[src/rtl/wb_stage.sv]
// Writeback stage: holds one retiring instruction, waits for load data,
// aligns/extends it and drives the register-file write port.
module wb_stage #(
   parameter int XLEN  = 32,
   parameter int CNT_W = 64
) (
   input  logic             clk,
   input  logic             rst_n,
   input  logic             mem_valid,
   output logic             mem_ready,
   input  logic [4:0]       mem_rd,
   input  logic             mem_wer,
   input  logic [1:0]       mem_wbsel,
   input  logic [XLEN-1:0]  mem_alu_result,
   input  logic [XLEN-1:0]  mem_pc4,
   input  logic [2:0]       mem_funct3,
   input  logic [1:0]       mem_addr_lo,
   input  logic             dmem_rvalid,
   input  logic [XLEN-1:0]  dmem_rdata,
   output logic [4:0]       rd,
   output logic [XLEN-1:0]  regdata,
   output logic             wer,
   output logic             wb_stall,
   output logic [CNT_W-1:0] instret
);

   typedef enum logic [1:0] {
      IDLE    = 2'd0,
      READY   = 2'd1,
      WAIT_LD = 2'd2
   } state_t;

   localparam logic [1:0] WBSEL_LOAD = 2'b01;
   localparam logic [1:0] WBSEL_PC4  = 2'b10;

   state_t            state_reg, state_next;
   logic [XLEN-1:0]   result_reg, result_next;
   logic [4:0]        rd_reg;
   logic              wer_reg;
   logic [2:0]        funct3_reg;
   logic [1:0]        addr_lo_reg;
   logic [CNT_W-1:0]  instret_reg;
   logic              accept;

   logic [7:0]        byte_lane [4];
   logic [15:0]       half_lane [2];
   logic [7:0]        sel_byte;
   logic [15:0]       sel_half;
   logic [XLEN-1:0]   load_value;

   // Split the raw load word into its byte and halfword lanes.
   genvar gi;
   generate
      for (gi = 0; gi < 4; gi++) begin : g_byte
         assign byte_lane[gi] = dmem_rdata[8*gi +: 8];
      end
      for (gi = 0; gi < 2; gi++) begin : g_half
         assign half_lane[gi] = dmem_rdata[16*gi +: 16];
      end
   endgenerate

   // Select and extend the load value using the latched funct3/address bits;
   // addr_lo[0] is irrelevant for halfwords since misalignment traps earlier.
   always_comb begin
      sel_byte   = byte_lane[addr_lo_reg];
      sel_half   = half_lane[addr_lo_reg[1]];
      load_value = dmem_rdata;
      case (funct3_reg)
         3'b000:  load_value = {{(XLEN-8){sel_byte[7]}}, sel_byte};
         3'b100:  load_value = {{(XLEN-8){1'b0}}, sel_byte};
         3'b001:  load_value = {{(XLEN-16){sel_half[15]}}, sel_half};
         3'b101:  load_value = {{(XLEN-16){1'b0}}, sel_half};
         default: load_value = dmem_rdata;
      endcase
   end

   // Next-state and result selection; rvalid only matters in WAIT_LD and
   // mem_valid is only honoured outside it.
   always_comb begin
      state_next  = state_reg;
      result_next = result_reg;
      accept      = 1'b0;
      case (state_reg)
         IDLE, READY: begin
            if (mem_valid) begin
               accept = 1'b1;
               if (mem_wbsel == WBSEL_LOAD) begin
                  state_next = WAIT_LD;
               end else begin
                  state_next  = READY;
                  result_next = (mem_wbsel == WBSEL_PC4) ? mem_pc4 : mem_alu_result;
               end
            end else begin
               state_next = IDLE;
            end
         end
         WAIT_LD: begin
            if (dmem_rvalid) begin
               state_next  = READY;
               result_next = load_value;
            end
         end
         default: state_next = IDLE;
      endcase
   end

   // State and result register.
   always_ff @(posedge clk) begin
      if (!rst_n) begin
         state_reg  <= IDLE;
         result_reg <= '0;
      end else begin
         state_reg  <= state_next;
         result_reg <= result_next;
      end
   end

   // Capture the instruction fields when it is accepted from MEM.
   always_ff @(posedge clk) begin
      if (!rst_n) begin
         rd_reg      <= '0;
         wer_reg     <= 1'b0;
         funct3_reg  <= '0;
         addr_lo_reg <= '0;
      end else if (accept) begin
         rd_reg      <= mem_rd;
         wer_reg     <= mem_wer;
         funct3_reg  <= mem_funct3;
         addr_lo_reg <= mem_addr_lo;
      end
   end

   // Every READY cycle retires one instruction, whether or not it writes.
   always_ff @(posedge clk) begin
      if (!rst_n) begin
         instret_reg <= '0;
      end else if (state_reg == READY) begin
         instret_reg <= instret_reg + {{(CNT_W-1){1'b0}}, 1'b1};
      end
   end

   assign mem_ready = (state_reg != WAIT_LD);
   assign wb_stall  = (state_reg == WAIT_LD);
   assign wer       = (state_reg == READY) && wer_reg && (rd_reg != 5'd0);
   assign rd        = rd_reg;
   assign regdata   = result_reg;
   assign instret   = instret_reg;

endmodule
[config.mk]
export PLATFORM = sky130hd
export DESIGN_NAME = wb_stage
export DESIGN_NICKNAME = d
export VERILOG_FILES = /design/src/rtl/wb_stage.sv
export SDC_FILE = /design/constraint.sdc
export NUM_CORES = 1
export LEC_CHECK = 0
export ABC_AREA = 1
export BUFFER_PORTS_ARGS = -buffer_cell sky130_fd_sc_hd__buf_2
export CAP_MARGIN = 20
export CORE_UTILIZATION = 51
export DETAILED_ROUTE_END_ITERATION = 8
export PLACE_DENSITY = 0.81
export SLEW_MARGIN = 40
export SYNTH_ARGS = -nofsm -noshare
export SYNTH_HDL_FRONTEND = slang
export SYNTH_SLANG_ARGS = --single-unit
[constraint.sdc]
create_clock -name clk -period 1.78 [get_ports clk]
set_input_delay 0.356 -clock clk [delete_from_list [all_inputs] [get_ports clk]]
set_output_delay 0.356 -clock clk [all_outputs]
set_load 0.02 [all_outputs]
# Word-level counts from Yosys, hierarchy flattened
# Cells that the tools add are included.
totals:
  ram_bits: 0
  output_inout_bits: 104
  reg_bits: 109
  wordCells: 49
  n_memories: 0
  latch_bits: 0
  mem_bits_ro: 0
classes:
  multipliers: 0
  reduce_logical: 8
  bitwise_logic: 2
  shift: 0
  order_cmp: 2
  mux: 18
  n_eq_ne: 11
  div_mod_pow: 0
  addsub: 1
op_table:
  columns: ["operator", "count"]
  rows:
  - ["2-to-1 mux 32 bit", 4]
  - ["case mux 32 bit (4 select lines)", 1]
  - ["adder 64 x 1 -> 64 bit, second input constant", 1]
  - ["case mux 32 bit (2 select lines)", 1]
  - ["2-to-1 mux 16 bit", 3]
  - ["binary-select mux 8 bit (select 2 bit)", 1]
  - ["2-to-1 mux 8 bit", 2]
  - ["inequality test 2 bit, second input constant", 4]
  - ["equality test 3 bit, second input constant", 2]
  - ["2-to-1 mux 2 bit", 3]
  - ["nonzero test 5 bit", 1]
  - ["equality test 2 x 1 -> 1 bit, second input constant", 2]
  - ["equality test 2 bit, second input constant", 2]
  - ["case mux 2 bit (2 select lines)", 1]
  - ["AND reduction 4 bit", 1]
  - ["equality test 3 x 1 -> 1 bit, second input constant", 1]
  - ["greater-or-equal comparator 3 bit, second input constant", 1]
  - ["logical NOT 3 bit", 1]
  - ["inverter 2 -> 3 bit", 1]
  - ["greater-or-equal comparator 2 bit, second input constant", 1]
  - ["logical AND 1 bit", 2]
  - ["logical NOT 2 bit", 1]
  - ["2-to-1 mux 1 bit", 2]
  - ["inverter 1 -> 2 bit", 1]
  - ["other kinds (2)", 2]

# Logic depth before layout (Yosys ltp)
# Gate-level depths: netlist of the first run.
depth:
  ltp_word: 7
  mapped_depth: 12

# Worst setup path after synthesis of the first run
# No wires, ideal clock.
synth_path:
  path_type: "register to register"
  startpoint: "reg instret_reg[1], in the netlist instret[1]"
  endpoint: "reg instret_reg[56], in the netlist instret[56]"
  arrival_time_ns: 1.631
  stages_incl_launch_ff: 13
  synth_period_minus_slack_ns: 1.744
  slack_ns: 0.036
  required_time_ns: 1.667
  setup_ns: 0.113
  path_cell_list: "dfxtp_1 ha_1 inv_1 nor2_1 nand2_1 nor2_4 nand2_2 nor2_4 nand2_1 nor2_2 nand2_1 nand2_1 nor2_1"
synth_via:
  elab_chain_len: 1
synth_lines:
  columns: ["item", "line", "text"]
  rows:
  - ["start: declaration", "42", "logic [CNT_W-1:0] instret_reg;"]
  - ["start signal: assignment", "138", "instret_reg <= instret_reg + {{(CNT_W-1){1'b0}}, 1'b1};"]
  - ["adder 64 x 1 -> 64 bit", "138", null]
# No other way between the ends.
# A chain may end at the register's enable or synchronous reset.

# Final worst setup path of the first run
layout_path:
  startpoint: "reg rd_reg[4], in the netlist rd[4]"
  endpoint: "out wer"
layout_via:
  elab_chain_len: 2
layout_lines:
  columns: ["item", "line", "text"]
  rows:
  - ["start: declaration", "38", "logic [4:0] rd_reg;"]
  - ["start signal: assignment", "126", "rd_reg <= mem_rd;"]
  - ["nonzero test 5 bit", "144", "assign wer = (state_reg == READY) && wer_reg && (rd_reg != 5'd0);"]
  - ["logical AND 1 bit", "144", null]
  - ["end: declaration", "22", "output logic wer,"]
# No other way between the ends.

==> impl_metrics.toml, run 1 <==
[critical_path]
start_kind = "register"
reg2reg_from = "instret[1]"
arrival_ns = 1.53
rr_worst_depth = 10
path_class = "reg -> out"
worstPathRequired_ns = 1.42
cp_top_family = "simple AND/OR/NAND/NOR gates"
worst-path-buf-inv = 2
r2r-end = "instret[60]"
cpPeakStageDelay_ns = 0.40
cp_slowest_cell = "or3_4"
cp_max_fo = 2
path_cells = "or3_4 -> o311ai_4 -> inv_2 -> buf_6"
cp-end-kind = "output pin"
worst-r2r-setup-slack_ns = 0.10

[min_path]
min_to = "rd[1]"
holdPathStages = 3
hold_path.startpoint = "mem_rd[1]"
hold_class = "in -> reg"

[cts]
cts_tree = "yes"
htreeDepth = 3
clock_sinks = 109
clk_pin_slew_ns = 0.07
clk_latency_ns = 0.35
clock_path_buffers = 2
cts_buffers = 9
cts_root_buffer = "clkbuf_16"

[detailed_routing]
wl_met1_microns = 9514
drc = 0
vias = 7896
wl_met3_microns = 1987
wirelength_microns = 22130
ant_nets = 0
met2_length_microns = 10010
wire_per_inst_microns = 15.17
dr.pass1.iters = 5
drt_iter0_markers = 775
avgViaCountPerCell = 5.412
top_layer = "met4"

[layout]
nets = 1397
utilization_pct = 70.35
layout-drive-gt1-share_pct = 28.88
largest_reg_flops = 64
synthToLayoutAreaGrowth_pct = 32.70

[sta]
final_max_slew_viol_count = 0
fmax_mhz = 530.3
setup_tns_ns = -0.1057
fin_ws_ns = -0.1057
fin_skew_ns = 0.005243
setup_viol = 1
hold_viol = 0
worst_pin_slew_ns = 0.6338
rsz0062_at_grt = "true"
period_share_pct = 105.9
slew-limit-headroom_pct = 57.30
finalCriticalPeriod_ns = 1.886

[global_routing]
grt_max_degree = 59
grt_usage_pct = 33.62
overflow = 0
grt_pass1_wl_microns = 34880
grt_pass1_vias = 7236
antenna_found_initial = 2

[synth]
ys_seq_area_share_pct = 33.71
synth_top_family_by_area = "simple AND/OR/NAND/NOR gates"
syn_area_sq_um = 6474
synth_compound_area_share_pct = 16.97
avgSynthCellArea_sq_um = 6.219
yosys.cell_types.count = 40
yosys_warnings = 0
ys_seq_elements = 109
synth_adder_area_share_pct = 0.1933
synthCells = 1041
synthSimpleGateAreaFrac_pct = 38.36
synth_mux_area_share_pct = 0
synth_nets = 1155
synth_xor_area_share_pct = 2.300

[pwr]
p_per_area_nw_per_um2 = 651.0
power.leakage_uw = 0.003966
power_uw = 5592
vdd_drop_max_v = 0.0004283

[placement]
gp_congestion = 0.9137
portBuffers = 216
dpl.hpwl_microns = 16270

[run_status]
status = "finished with violations"
violations = "negative setup slack"

[floorplanning]
initial_utilization_pct = 53.01
std_cell_rows = 40
io_pins = 217
die_y_microns = 114.7
core_region_area_sq_um = 12210
dieArea_sq_um = 13150
die_w_microns = 114.7

[run]
cap_violations = 0
## cell families after synthesis
kind of cell / count (synthesis)
fa+ha+maj: 1
xor+xnor: 17
compound gates: 203
flops: 109
buf+inv: 141
simple gates: 570
## cell usage in the layout (no fill, tap or decap), drive strengths merged
master and count:
xor2 12, o311ai 2, bufbuf 1, buf 274
o211ai 14, xnor2 5, ha 1, clkbuf 11
nor3b 1, o21a 4, nor4 1, and2 1
dfxtp 109, clkinv 3, a211oi 2, o211a 1
inv 96, o31ai 1, o2111ai 1, clkinvlp 2
o21ai 79, diode 3, nand4 22, nand2 265
a31oi 8, nor3 21, or3 2, nand3 75
nor2 181, a21oi 92, and3 1
## metrics by stage
stage / setup slack, ns / instances / cell area [sq um] / hold WS (ns)
floorplan: 0.03617 / 1041 / 6474 / 0.4491
global placement: -0.2198 / 1430 / 8015 / 0.4497
detailed placement: -0.009968 / 1430 / 8023 / 0.4547
CTS: -0.1408 / 1452 / 8407 / 0.2563
global route: -0.1284 / 1458 / 8588 / 0.2876
finish: -0.1057 / 1459 / 8591 / 0.2561
## layout make-up
cell class              count  area, sq um
multi-input cells         792         3879
inverters                  96        360.3
clock buffers              11        242.7
clock inverters             5        33.78
repair buffers            275         1640
flip-flops and latches    109         2217
well taps                 168        210.2
diodes                      3        7.507
fillers                  1130         3621
## where the power goes
| part | internal [uW] | total, uW | switching [uW] |
|---|---|---|---|
| logic | 403 | 1040 | 641 |
| registers | 2530 | 2600 | 67.4 |
| clock network | 991 | 1950 | 955 |
| total | 3930 | 5590 | 1660 |
## synth_stat cells, drive strengths merged
cell       n  area, sq um
o31ai      1        7.510
nor4       1        6.260
nor3      21        115.1
o21a       4        30.03
o311ai     2        17.52
clkinv     1        3.750
inv       95        356.6
dfxtp    109         2182
clkbuf    32        120.1
a21oi     92        460.4
a211oi     2        15.01
xor2      12        105.1
buf       13        67.56
and2       1        6.260
o211ai    14        105.1
nor2     181        774.5
o21ai     78        394.1
a31oi      8        50.05
nand3     75        397.9
nand2    265         1020
ha         1        12.51
or3        2        12.51
nand4     22        137.6
o211a      1        10.01
and3       1        6.260
xnor2      5        43.79
nor3b      1        7.510
o2111ai    1        8.760
## worst max path at each step
stage,startpoint,end,cells past startpoint
finish,rd[4],wer,4
global route,rd[4],wer,4
CTS,rd[4],wer,4
detailed placement,instret[1],instret[54],10
global placement,dmem_rdata[15],regdata[9],9
floorplan,instret[1],instret[56],12
## worst reg2reg max path: cells and delay by family (launching register included)
family	cells	cell delay [ns]
flip-flops	1	0.39
adder cells (fa/ha/maj)	1	0.14
buffers and inverters	1	0.04
AND/OR/NAND/NOR	8	0.99
## routing by layer
layer / vias to the layer above / global-route usage, %
li1: 3884 / -
met1: 3575 / 44.15
met2: 385 / 53.78
met3: 52 / 8.047
met4: 0 / 11.95
met5: - / 0
## timing repair
action / in CTS / in global routing
pin swaps: 4 / 16
cloned: 1 / 1
gates resized for setup: 12 / 54
setup buffers: 5 / 3
endpoints found under the setup margin: 9 / 60
hold buffers: 0 / 0
(Power assumes the default switching activity.)
==> run 2: changes to the inputs <==
--- a/config.mk
+++ b/config.mk
@@ -10,7 +10,7 @@
 export CAP_MARGIN = 20
 export CORE_UTILIZATION = 51
 export DETAILED_ROUTE_END_ITERATION = 8
-export PLACE_DENSITY = 0.81
+export PLACE_DENSITY = 0.84
 export SLEW_MARGIN = 40
 export SYNTH_ARGS = -nofsm -noshare
 export SYNTH_HDL_FRONTEND = slang
==> impl_metrics.toml, run 2 (synthesis results as in run 1) <==
[run_status]
status = "finished with violations"
violations = "negative setup slack"

[min_path]
hold_path.startpoint = "mem_rd[1]"
min_to = "rd[1]"
holdPathStages = 3
hold_class = "in -> reg"

[sta]
hold_viol = 0
finalCriticalPeriod_ns = 1.873
slew-limit-headroom_pct = 66.90
hold_slack_ns = 0.2517
worst_pin_slew_ns = 0.4960
final_max_slew_viol_count = 0
fmax_mhz = 533.8
fin_ws_ns = -0.09329
setup_viol = 2
rsz0062_at_grt = "true"
period_share_pct = 105.2
setup_tns_ns = -0.1002
fin_skew_ns = 0.008583

[detailed_routing]
ant_nets = 0
dr.pass1.iters = 6
vias = 8075
avgViaCountPerCell = 5.546
wire_per_inst_microns = 15.64
drt_iter0_markers = 918
drc = 0
wirelength_microns = 22770

[cts]
clock_path_buffers = 2
clk_latency_ns = 0.35
clock_sinks = 109
cts_root_buffer = "clkbuf_16"
cts_buffers = 9
htreeDepth = 3
cts_tree = "yes"
cts_hold_buffers = 0
clk_pin_slew_ns = 0.08

[run]
cap_violations = 0

[global_routing]
grt_max_degree = 45
antenna_found_initial = 1
grt_pass1_vias = 7333
grt_pass1_wl_microns = 34700
overflow = 0
grt_usage_pct = 33.14

[layout]
final_common_cell = "nand2_1"
utilization_pct = 71.42
layout-drive-gt1-share_pct = 29.53
synthToLayoutAreaGrowth_pct = 34.73
final_cell_mix = "nand2_1 (251), buf_2 (214), nor2_1 (147), inv_1 (93), a21oi_1 (92)"
nets = 1396
layoutNonFillerInstCount = 1456
largest_reg_flops = 64

[pwr]
power.leakage_uw = 0.003994
vdd_drop_max_v = 0.0005416
p_per_area_nw_per_um2 = 689.7

[critical_path]
start_kind = "register"
r2r-end = "instret[60]"
path_class = "reg -> out"
cp-end-kind = "output pin"
cp_max_fo = 2
worstPathRequired_ns = 1.42
worst-r2r-setup-slack_ns = -0.01
reg2reg_from = "instret[16]"
arrival_ns = 1.52
rr_worst_depth = 10

[floorplanning]
die_y_microns = 114.7
std_cell_rows = 40
io_pins = 217
initial_utilization_pct = 53.01
core_region_area_sq_um = 12210
die_w_microns = 114.7
dieArea_sq_um = 13150

[placement]
dpl.hpwl_microns = 16280
portBuffers = 216
placed_cells = 1426
gp_congestion = 0.9249
run 2: worst max path at each step:
stage	startpoint	end	slack, ns	depth (start not counted)
floorplan	instret[1]	instret[56]	0.04	12
global placement	dmem_rdata[7]	regdata[12]	-0.22	7
detailed placement	dmem_rdata[7]	regdata[15]	-0.05	7
CTS	rd[3]	wer	-0.13	4
global route	rd[3]	wer	-0.14	4
finish	rd[3]	wer	-0.09	4
run 2: layout make-up:
cell class / count / area, sq um
well taps: 168 / 210.2
clock inverters: 7 / 122.6
flip-flops and latches: 109 / 2222
clock buffers: 9 / 225.2
multi-input cells: 792 / 3944
inverters: 96 / 362.8
repair buffers: 274 / 1633
fillers: 1061 / 3490
diodes: 1 / 2.502
run 2: metal layers:
layer  vias up  part of all wire, %  global-route usage (%)
li1       3890                    -                       -
met1      3656                   40                   41.61
met2       450                   47                   54.79
met3        79                  9.1                   6.617
met4         0                  3.8                   15.15
met5         -                    0                       0
run 2: critical path: stages, from the launching register on:
cell      delay [ns]
dfxtp_2         0.32
or3_4           0.39
o311ai_4        0.24
inv_1           0.08
buf_6           0.13
run 2: where the power goes:
part / leakage, uW / switching, uW / internal (uW) / total [uW]
registers: 0.000900 / 67.2 / 2530 / 2600
logic: 0.00293 / 642 / 401 / 1040
clock network: 0.000162 / 990 / 1390 / 2380
total: 0.00399 / 1700 / 4320 / 6020
run 2: what timing repair did:
action	4_1_cts	5_1_grt
endpoints found under the setup margin	12	59
resized for setup	18	64
hold endpoints to repair	0	0
pin swaps	4	16
gates cloned	0	2
buffers inserted	4	8
run 2: per-stage QoR:
stage	power, uW	setup slack [ns]	cell area (sq um)
3_5_place_dp	3634	-0.05174	7993
2_1_floorplan	3211	0.03617	6474
4_1_cts	5980	-0.1335	8419
3_3_place_gp	3619	-0.2210	7985
5_1_grt	6205	-0.1371	8722
6_report	6016	-0.09329	8722
==> run 3: changes to the inputs <==
--- a/config.mk
+++ b/config.mk
@@ -9,7 +9,9 @@
 export BUFFER_PORTS_ARGS = -buffer_cell sky130_fd_sc_hd__buf_2
 export CAP_MARGIN = 20
 export CORE_UTILIZATION = 51
+export CTS_CLUSTER_DIAMETER = 100
 export DETAILED_ROUTE_END_ITERATION = 8
+export MAX_ROUTING_LAYER = met4
 export PLACE_DENSITY = 0.84
 export SLEW_MARGIN = 40
 export SYNTH_ARGS = -nofsm -noshare
==> impl_metrics.toml, run 3 (synthesis results as in run 1) <==
[cts]
clock_sinks = 109
cts_buffers = 9
htreeDepth = 3
clk_latency_ns = 0.36
cts_root_buffer = "clkbuf_16"
cts_hold_buffers = 0
clock_path_buffers = 2
cts_tree = "yes"
clk_pin_slew_ns = 0.08

[global_routing]
grt_pass1_vias = 7087
antenna_found_initial = 2
grt_pass1_wl_microns = 34320
grt_max_degree = 57
grt_usage_pct = 34.00
overflow = 0

[sta]
finalCriticalPeriod_ns = 1.988
worst_pin_slew_ns = 0.5517
fmax_mhz = 502.9
slew-limit-headroom_pct = 63.22
period_share_pct = 111.7
setup_viol = 3
hold_viol = 0
rsz0062_at_grt = "true"
fin_skew_ns = 0.01076
final_max_slew_viol_count = 0
fin_ws_ns = -0.2083

[detailed_routing]
wirelength_microns = 22510
drt_iter0_markers = 998
vias = 8033
drc = 0
wire_per_inst_microns = 15.39
ant_nets = 0
avgViaCountPerCell = 5.491
dr.pass1.iters = 5

[placement]
placed_cells = 1426
portBuffers = 216
dpl.hpwl_microns = 16190
gp_congestion = 0.9947
dp_slack_ns = -0.02584

[pwr]
p_sw_share_pct = 29.75
vdd_drop_max_v = 0.0004751
switchingPower_uw = 1714
internal_power_uw = 4049
pwr-share-seq_pct = 45.1
p_per_area_nw_per_um2 = 658.9
power_frac_clock_pct = 36.7
power.leakage_uw = 0.004022
p_comb_share_pct = 18.2

[floorplanning]
dieArea_sq_um = 13150
die_w_microns = 114.7
die_y_microns = 114.7
initial_utilization_pct = 53.01
io_pins = 217
core_region_area_sq_um = 12210
std_cell_rows = 40

[layout]
utilization_pct = 71.63
final_common_cell = "nand2_1"
layoutNonFillerInstCount = 1463
layout-drive-gt1-share_pct = 30.32
final_cell_mix = "nand2_1 (246), buf_2 (216), nor2_1 (146), dfxtp_1 (93), a21oi_1 (92)"
seqCellArea_sq_um = 2207
fill_cells = 1031
largest_reg_flops = 64
nets = 1402
synthToLayoutAreaGrowth_pct = 35.12
multiInputGateArea_sq_um = 3969

[run]
cap_violations = 0

[run_status]
status = "finished with violations"
violations = "negative setup slack"

[critical_path]
start_kind = "register"
path_class = "reg -> out"
arrival_ns = 1.63
cp_max_fo = 3
rr_worst_depth = 13
worstPathRequired_ns = 1.42
cp-end-kind = "output pin"

[min_path]
holdPathStages = 3
hold_class = "in -> reg"
-- run 3: area by class of cell --
type,count,area share (%)
antenna,2,0.05722
tap,168,2.403
clock buffer,9,2.575
sequential,109,25.23
clock inverter,7,0.9298
inverter,96,4.162
multi-input combinational,792,45.37
timing repair buffer,280,19.27
-- run 3: timing repair --
action	4_1_cts	5_1_grt
endpoints found under the setup margin	7	56
setup buffers	1	16
pin swaps	2	25
resized for setup	6	80
cloned	0	2
-- run 3: per-stage QoR --
step | power (uW) | area [sq um] | hold slack [ns] | setup TNS (ns)
after floorplan | 3211 | 6474 | 0.4491 | 0
after global placement | 3623 | 7985 | 0.4484 | -4.293
after detailed placement | 3637 | 7993 | 0.4514 | -0.1136
after CTS | 5706 | 8320 | 0.2559 | -0.2405
after global routing | 5966 | 8747 | 0.2741 | -1.352
final | 5763 | 8747 | 0.2527 | -0.2257
-- run 3: power groups by stage --
stage                     combinational [uW]  clock (uW)  sequential (uW)
after floorplan                          471           0             2740
after global placement                   977           0             2650
after detailed placement                 993           0             2640
after CTS                               1000        2110             2590
after global routing                    1150        2210             2610
final                                   1050        2110             2600
-- run 3: worst max-delay path, stage by stage (launching register included) --
cell and delay, ns:
dfxtp_2 0.33, or3_4 0.39, o311ai_2 0.22, buf_4 0.15
inv_1 0.04, buf_2 0.15
-- run 3: path summary, 6_finish.rpt --
| path | start | end | slack, ns |
|---|---|---|---|
| max | rd[2] | wer | -0.21 |
| min | mem_rd[4] | rd[4] | 0.25 |
| min reg2reg | regdata[3] | regdata[3] | 0.46 |
| max reg2reg | instret[1] | instret[53] | -0.01 |
-- run 3: routing by layer --
layer	global-route usage [%]	up-vias	part of all wire, %
met5	-	-	0
met1	43.03	3609	42
li1	-	3901	-
met3	5.558	66	8.9
met2	53.98	457	46
met4	13.85	0	3.5
